<file path="src/rtl/bram_port_arbiter.sv">
// Round-robin arbiter that shares one bramctl port between NUM_REQ requesters.
// Each access drives the port for exactly one cycle; read data returns tagged with the requester id.
module bram_port_arbiter #(
    parameter int NUM_REQ = 4,
    parameter int IDW     = 2,
    parameter int RD_LAT  = 1
) (
    input  logic                  clk,
    input  logic                  rst,
    input  logic [NUM_REQ-1:0]    req,
    input  logic [NUM_REQ-1:0]    req_lock,
    input  logic [NUM_REQ-1:0]    req_rw,
    input  logic [2*NUM_REQ-1:0]  req_mode,
    input  logic [40*NUM_REQ-1:0] req_addr,
    input  logic [40*NUM_REQ-1:0] req_wdata,
    output logic [NUM_REQ-1:0]    gnt,
    output logic                  rvalid,
    output logic [IDW-1:0]        rid,
    output logic [39:0]           rdata,
    output logic [39:0]           MemAddr,
    output logic [39:0]           MemDataIn,
    input  logic [39:0]           MemDataOut,
    output logic [1:0]            mode,
    output logic                  RW
);

    typedef enum logic [1:0] {IDLE, ACCESS, RWAIT} state_t;

    state_t         state;
    logic [IDW-1:0] ptr;
    logic [IDW-1:0] owner;
    logic [2:0]     cnt;
    logic [IDW-1:0] winner;
    logic           found;
    logic [IDW:0]   scan;
    logic [IDW-1:0] next_ptr;

    // First requester at or after ptr, wrapping modulo NUM_REQ.
    always_comb begin
        found  = 1'b0;
        winner = ptr;
        scan   = '0;
        for (int k = 0; k < NUM_REQ; k++) begin
            scan = {1'b0, ptr} + (IDW+1)'(k);
            if (scan >= (IDW+1)'(NUM_REQ))
                scan = scan - (IDW+1)'(NUM_REQ);
            if (!found && req[scan[IDW-1:0]]) begin
                found  = 1'b1;
                winner = scan[IDW-1:0];
            end
        end
    end

    // A locked owner that still requests keeps the pointer and wins again.
    always_comb begin
        if (req_lock[owner] && req[owner])
            next_ptr = owner;
        else if (owner == IDW'(NUM_REQ-1))
            next_ptr = '0;
        else
            next_ptr = owner + 1'b1;
    end

    always_ff @(posedge clk or posedge rst) begin
        if (rst) begin
            state     <= IDLE;
            ptr       <= '0;
            owner     <= '0;
            cnt       <= '0;
            gnt       <= '0;
            rvalid    <= 1'b0;
            rid       <= '0;
            rdata     <= '0;
            MemAddr   <= '0;
            MemDataIn <= '0;
            mode      <= '0;
            RW        <= 1'b1;
        end else begin
            gnt    <= '0;
            rvalid <= 1'b0;
            case (state)
                IDLE: begin
                    if (found) begin
                        MemAddr   <= req_addr[40*winner +: 40];
                        MemDataIn <= req_wdata[40*winner +: 40];
                        mode      <= req_mode[2*winner +: 2];
                        RW        <= req_rw[winner];
                        gnt       <= NUM_REQ'(1) << winner;
                        owner     <= winner;
                        state     <= ACCESS;
                    end else begin
                        RW <= 1'b1;
                    end
                end
                ACCESS: begin
                    // RW still holds the kind of access bramctl is sampling this cycle.
                    RW <= 1'b1;
                    if (RW) begin
                        cnt   <= 3'(RD_LAT);
                        state <= RWAIT;
                    end else begin
                        ptr   <= next_ptr;
                        state <= IDLE;
                    end
                end
                RWAIT: begin
                    if (cnt == 3'd1) begin
                        rdata  <= MemDataOut;
                        rid    <= owner;
                        rvalid <= 1'b1;
                        ptr    <= next_ptr;
                        state  <= IDLE;
                    end else begin
                        cnt <= cnt - 3'd1;
                    end
                end
                default: state <= IDLE;
            endcase
        end
    end

endmodule
</file>
<file path="config.mk">
export PLATFORM = sky130hd
export DESIGN_NAME = bram_port_arbiter
export DESIGN_NICKNAME = d
export VERILOG_FILES = /design/src/rtl/bram_port_arbiter.sv
export SDC_FILE = /design/constraint.sdc
export NUM_CORES = 1
export LEC_CHECK = 0
export ABC_AREA = 1
export CORE_AREA = 2 2 197 199
export CTS_CLUSTER_DIAMETER = 150
export DETAILED_ROUTE_END_ITERATION = 12
export DIE_AREA = 0 0 199 201
export MAX_ROUTING_LAYER = met4
export PLACE_DENSITY = 0.51
export SETUP_SLACK_MARGIN = 0.2
export SLEW_MARGIN = 20
export SYNTH_ARGS = -nofsm -noshare
export SYNTH_HDL_FRONTEND = slang
export SYNTH_SLANG_ARGS = --single-unit
</file>
<file path="constraint.sdc">
create_clock -name clk -period 5.24 [get_ports clk]
set_clock_uncertainty 0.2 [all_clocks]
set_input_delay 0.524 -clock clk [delete_from_list [all_inputs] [get_ports clk]]
set_output_delay 0.524 -clock clk [all_outputs]
set_load 0.005 [all_outputs]
</file>
==> run_results.csv, run 1 <==
group,metric,value,unit
status,outcome,"finished, final reports clean",
sta,worst_slack,1.75,ns
worst_setup_path,cp-endpoint,"MemDataIn[3]$_DFFE_PP0P_",
sta,period_needed,3.49,ns
clock_network,cts.clk_slew.worst_paths,0.06,ns
logic_synthesis,seq_area_frac_synth,0.394,
detailed_routing,dr.pass1.iters,5,
sta,setup_viol,0,
layout,drive_above_1_share,0.0313,
logic_synthesis,synth_fp_nets,1865,
sta,rsz0062_at_grt,"false",
worst_setup_path,r2r-end,"MemDataIn[3]$_DFFE_PP0P_",
worst_setup_path,rrSetupSlack,1.75,ns
clock_network,cts_tree,"yes",
clock_network,htree_levels,4,
worst_setup_path,worst_setup_path_end_kind,"register",
detailed_routing,wl,40400,microns
clock_network,cts_setup_buffers,0,
pwr,total_leakage_power,0.00767,uW
floorplan,core_area,0.0381,sq mm
logic_synthesis,synthDistinctLibCells,27,
global_routing,gr-total-overflow,0,
sta,worst_pin_slew,1.09,ns
min_path,hp-class,"reg2reg",
global_routing,grt_max_degree,87,
sta,max_freq,286,MHz
global_routing,grt_pass1_wl,60100,microns
placement,port_buffers,511,
clock_network,cts_sinks,139,
detailed_routing,wire_per_inst,16.3,microns
clock_network,ctsLongestPathBuffers,2,
sta,relSlewSlack,0.274,
floorplan,fp.dieH,201,microns
logic_synthesis,syn_inst,1477,
floorplan,dieArea,0.0400,sq mm
logic_synthesis,ys_ff_latch,139,
detailed_routing,drc,0,
worst_setup_path,crit_start,"ptr[0]$_DFFE_PP0P_",
worst_setup_path,critPathKind,"reg2reg",
logic_synthesis,yosysTopAreaCellShare,0.498,
logic_synthesis,synth.area.top_cells,"nand2_1 (50%), dfrtp_1 (39%), buf_2 (1.9%)",
logic_synthesis,synth.avg_cell_area,5.98,sq um
clock_network,clock_latency,0.44,ns
floorplan,io-pin-count,512,
detailed_routing,drt_iter0_markers,504,
worst_setup_path,crit_arrival,3.66,ns
placement,dpl.hpwl,29800,microns
global_routing,grt.total_usage,0.203,
sta,finalHoldViolCount,0,
worst_setup_path,start_kind,"register",
floorplan,rows,72,
placement,dp_slack,1.44,ns
worst_setup_path,crit_required,5.41,ns
pwr,p_per_area,662,mW/mm^2
detailed_routing,vias_per_cell,4.22,
sta,fin_setup_tns,0,ns
floorplan,die_x,199,microns
floorplan,initial_core_util,0.232,
clock_network,cts_buffers,17,
clock_network,clockRootBuffer,"clkbuf_16",
layout,nets,2326,
worst_setup_path,reg2regPathDepth,15,
sta,fin_crit_sh,0.666,
clock_network,ctsHoldBuffers,0,
layout,area_delta_synth_final,67.8,%
min_path,hp-start,"rdata[3]$_DFFE_PP0P_",
logic_synthesis,yosysTopAreaCell,"nand2_1",
sta,slew_violations,0,
global_routing,grt_pass1_vias,10300,
layout,utilization,0.389,
placement,gp_congestion,0.887,
detailed_routing,vias,10500,
logic_synthesis,synthesis.area,0.00883,sq mm
flow_run,max_cap_violations,0,
worst_setup_path,crit_fanout,75,
worst_setup_path,r2r-start,"ptr[0]$_DFFE_PP0P_",
pwr,irDropWorstVdd,0.504,mV
logic_synthesis,ys_warn_count,0,
global_routing,antenna_found_initial,7,
detailed_routing,antenna_left,0,
clock_network,cts.repair.resized,0,
-- kinds of logic (layout without fill, tap and decap cells) --
| group | Yosys count | after routing | share of synthesized area |
|---|---|---|---|
| and+or+nand+nor | 1204 | 1204 | 0.519 |
| DFF | 139 | 139 | 0.394 |
| buffers and inverters | 107 | 581 | 0.0648 |
| AOI/OAI and AO/OA | 20 | 20 | 0.0122 |
| adders and majority gates | 6 | 6 | 0.00851 |
| xor gates and xnor gates | 1 | 1 | 0.000993 |
| other | 0 | 7 | 0 |
-- power breakdown --
group	switching [uW]	total [uW]	internal [uW]
Combinational	4240	6750	2510
Sequential	296	1920	1620
Clock	490	1140	649
Total	5020	9810	4790
-- registers in the layout, indices dropped and copies added (netlist names) --
| signal | count |
|---|---|
| rid | 2 |
| ptr | 2 |
| owner | 2 |
| gnt | 4 |
| cnt | 3 |
| RW | 1 |
| MemAddr | 40 |
| mode | 2 |
| MemDataIn | 40 |
| rdata | 40 |
| state | 2 |
| rvalid | 1 |
-- how the worst min path moves through the flow --
| stage | end | slack [ns] | cells past startpoint |
|---|---|---|---|
| 2_1_floorplan | rdata[0]$_DFFE_PP0P_ | 0.27 | 2 |
| 3_3_place_gp | rdata[39]$_DFFE_PP0P_ | 0.25 | 2 |
| 3_5_place_dp | rdata[11]$_DFFE_PP0P_ | 0.26 | 2 |
| 4_1_cts | rdata[28]$_DFFE_PP0P_ | 0.27 | 2 |
| 5_1_grt | rdata[19]$_DFFE_PP0P_ | 0.28 | 2 |
| 6_report | rdata[3]$_DFFE_PP0P_ | 0.27 | 2 |
-- synthesized netlist by cell type (all sizes together) --
cell	instances
dfstp	1
o32ai	1
a31oi	1
nor3	3
dfrtp	138
nor2	7
clkinv	2
inv	24
clkbuf	24
a21oi	3
o211ai	1
buf	57
o21ai	14
nand2	1176
nand4	2
nand3	16
ha	6
xor2	1
-- layout make-up --
| cell class | instances | area (sq um) |
|---|---|---|
| timing repair buffer | 523 | 5220 |
| sequential | 139 | 3480 |
| multi-input combinational | 1231 | 4810 |
| antenna | 7 | 17.5 |
| inverter | 26 | 106 |
| clock inverter | 8 | 42.5 |
| fill | 4087 | 23300 |
| clock buffer | 24 | 492 |
| tap | 518 | 648 |
-- metrics by stage --
step | hold WS (ns) | area (sq um) | power, uW | std cells
floorplan | 0.265 | 8830 | 6370 | 1477
global placement | 0.253 | 14300 | 8750 | 2437
detailed placement | 0.257 | 14300 | 8780 | 2437
CTS | 0.272 | 14800 | 9980 | 2469
global route | 0.279 | 14800 | 10900 | 2476
finish | 0.266 | 14800 | 9810 | 2476
-- per-layer routing --
metal / GRT usage / wire (microns) / vias to the layer above
met5: - / 0 / -
met2: 0.343 / 20000 / 367
met4: 0.0672 / 807 / 0
met1: 0.232 / 16600 / 4717
li1: - / - / 5334
met3: 0.0561 / 2970 / 41
-- cells in the final DEF (no fill, tap or decap), drive strengths merged --
cell type / count
nand2: 1176
clkdlybuf4s50: 511
dfrtp: 138
clkbuf: 24
inv: 23
nand3: 16
o21ai: 14
buf: 12
clkinv: 10
diode: 7
nor2: 7
ha: 6
a21oi: 3
nor3: 3
nand4: 2
dfstp: 1
xor2: 1
o32ai: 1
a31oi: 1
o211ai: 1
clkinvlp: 1
-- worst max-delay path: stages, from the launching register on --
cell and delay [ns]:
dfrtp_1 0.58, inv_2 0.19, nand2_1 0.14, nand3_1 0.08, nand2_1 0.17, nand4_2 0.18, nand2_2 0.17, nand2_8 0.29
inv_4 0.50, buf_12 0.35, nand2_1 0.09, nand2_1 0.13, nand2_1 0.08, nand2_1 0.07, nand2_1 0.05, nand2_1 0.08
(Power assumes the default switching activity.)
==> run 2: changes to the inputs <==
clock period = 3.3 ns   (was 5.24 ns; I/O delays follow)
==> run_results.csv, run 2 (synthesis results as in run 1) <==
group,metric,value,unit
clock_network,cts.clk_slew.worst_paths,0.07,ns
sta,setup_viol,0,
global_routing,gr-total-overflow,0,
clock_network,htree_levels,4,
layout,nets,2330,
sta,rsz0062_at_grt,"false",
floorplan,die_x,199,microns
sta,relSlewSlack,0.512,
status,outcome,"finished, final reports clean",
worst_setup_path,cp_slowest_cell,"dfrtp_2",
worst_setup_path,start_kind,"register",
floorplan,dieArea,0.0400,sq mm
pwr,combPwrFrac,0.688,
global_routing,grt_pass1_vias,10100,
min_path,hp-class,"in2async",
detailed_routing,drt_iter0_markers,471,
sta,fin_hold_ws,0.152,ns
detailed_routing,dr.pass1.iters,4,
clock_network,cts_buffers,17,
placement,port_buffers,511,
layout,layout_common_cells,"nand2_1 (1,167), clkdlybuf4s50_1 (511), dfrtp_1 (137)",
floorplan,initial_core_util,0.232,
worst_setup_path,crit_arrival,2.96,ns
clock_network,ctsHoldBuffers,0,
floorplan,fp.dieH,201,microns
worst_setup_path,cp_slowest_stage_delay,0.50,ns
detailed_routing,vias,10400,
sta,worst_pin_slew,0.732,ns
floorplan,io-pin-count,512,
worst_setup_path,critPathKind,"reg2reg",
sta,slew_violations,0,
global_routing,grt_pass1_wl,60800,microns
global_routing,grt.total_usage,0.208,
clock_network,clockRootBuffer,"clkbuf_16",
sta,worst_slack,0.520,ns
worst_setup_path,crit_path_frequent_cell,"nand2_1",
detailed_routing,antenna_left,0,
floorplan,rows,72,
layout,top_regs,"MemAddr: 40 flops, MemDataIn: 40 flops, rdata: 40 flops",
placement,gp_congestion,0.906,
layout,design_area,0.0150,sq mm
detailed_routing,vias_per_cell,4.18,
pwr,power_frac_clock,0.121,
pwr,p_per_area,1070,mW/mm^2
pwr,total_leakage_power,0.00774,uW
detailed_routing,wl,41000,microns
sta,period_needed,2.78,ns
pwr,irDropWorstVdd,1.06,mV
detailed_routing,wire_per_inst,16.5,microns
clock_network,cts_tree,"yes",
sta,finalHoldViolCount,0,
worst_setup_path,worst_setup_path_end_kind,"register",
placement,dp_slack,0.336,ns
sta,fin_crit_sh,0.842,
layout,area_delta_synth_final,70.1,%
pwr,switching_share,0.505,
layout,layout.cells.most_common,"nand2_1",
layout,nFillCells,4134,
placement,dpl.hpwl,30800,microns
sta,fin_setup_tns,0,ns
pwr,power_frac_seq,0.191,
worst_setup_path,worstPathCellList,"inv_2 > nand2_1 > nand2_2 > nand2_1 > nand2_2 > nand4_2 > nand2_2 > nand2_8 > inv_4 > buf_12 > nand2_1 > nand2_1 > nand2_1 > nand2_1 > nand2_1 > nand2_1",
flow_run,max_cap_violations,0,
clock_network,cts_sinks,139,
clock_network,ctsLongestPathBuffers,2,
pwr,internal-power,7950,uW
placement,place_area,0.0144,sq mm
global_routing,grt_max_degree,99,
pwr,power_switching,8110,uW
sta,max_freq,360,MHz
layout,drive_above_1_share,0.0353,
worst_setup_path,crit_fanout,74,
floorplan,core_area,0.0381,sq mm
worst_setup_path,crit_required,3.48,ns
detailed_routing,drc,0,
clock_network,clock_latency,0.44,ns
global_routing,antenna_found_initial,8,
pwr,power,16100,uW
## run 2: routing by layer
metal,global-route usage,vias to the layer above,wire (microns)
met4,0.0528,0,399
met2,0.350,355,20400
li1,-,5347,-
met1,0.244,4648,17200
met3,0.0544,24,2980
met5,-,-,0
## run 2: metrics by stage
stage	util	cells
2_1_floorplan	-	1477
3_3_place_gp	0.378	2441
3_5_place_dp	0.378	2441
4_1_cts	0.393	2473
5_1_grt	0.394	2481
6_report	0.394	2481
## run 2: repair_timing
item,4_1_cts,5_1_grt
resized for setup,0,1
setup buffers,0,0
setup endpoints to repair,0,61
## run 2: final timing paths
check,slack (ns),end,cells past startpoint,from
worst max-delay path,0.52,MemAddr[38]$_DFFE_PP0P_,16,ptr[0]$_DFFE_PP0P_
worst min-delay path,0.15,MemDataIn[3]$_DFFE_PP0P_,3,rst
worst max register to register,0.52,MemAddr[38]$_DFFE_PP0P_,16,ptr[0]$_DFFE_PP0P_
worst min register to register,0.27,rdata[21]$_DFFE_PP0P_,2,rdata[21]$_DFFE_PP0P_
max in group asynchronous,2.30,RW$_DFFE_PP1P_,3,rst
min in group clk,0.23,rdata[3]$_DFFE_PP0P_,3,MemDataOut[3]
## run 2: layout make-up
class                           instances  area, sq um  area share
Multi-Input combinational cell       1231         4810       0.320
Tap cell                              518          648      0.0432
Sequential cell                       139         3480       0.232
Clock buffer                           18          439      0.0293
Antenna cell                            8         20.0     0.00133
Inverter                               26          105     0.00700
Timing Repair Buffer                  527         5370       0.358
Clock inverter                         14          136     0.00908
## run 2: critical path: cells and delay by family, from the launching register on
kind	cells	cell delay, ns
and+or+nand+nor	13	1.36
buffers and inverters	3	0.59
DFF	1	0.50
## run 2: power groups by stage
stage / combinational (uW) / sequential, uW / clock, uW
finish: 11100 / 3070 / 1940
global route: 12600 / 3170 / 2060
CTS: 11300 / 3070 / 1990
detailed placement: 11300 / 3080 / 0
global placement: 11200 / 3070 / 0
floorplan: 7040 / 3070 / 0
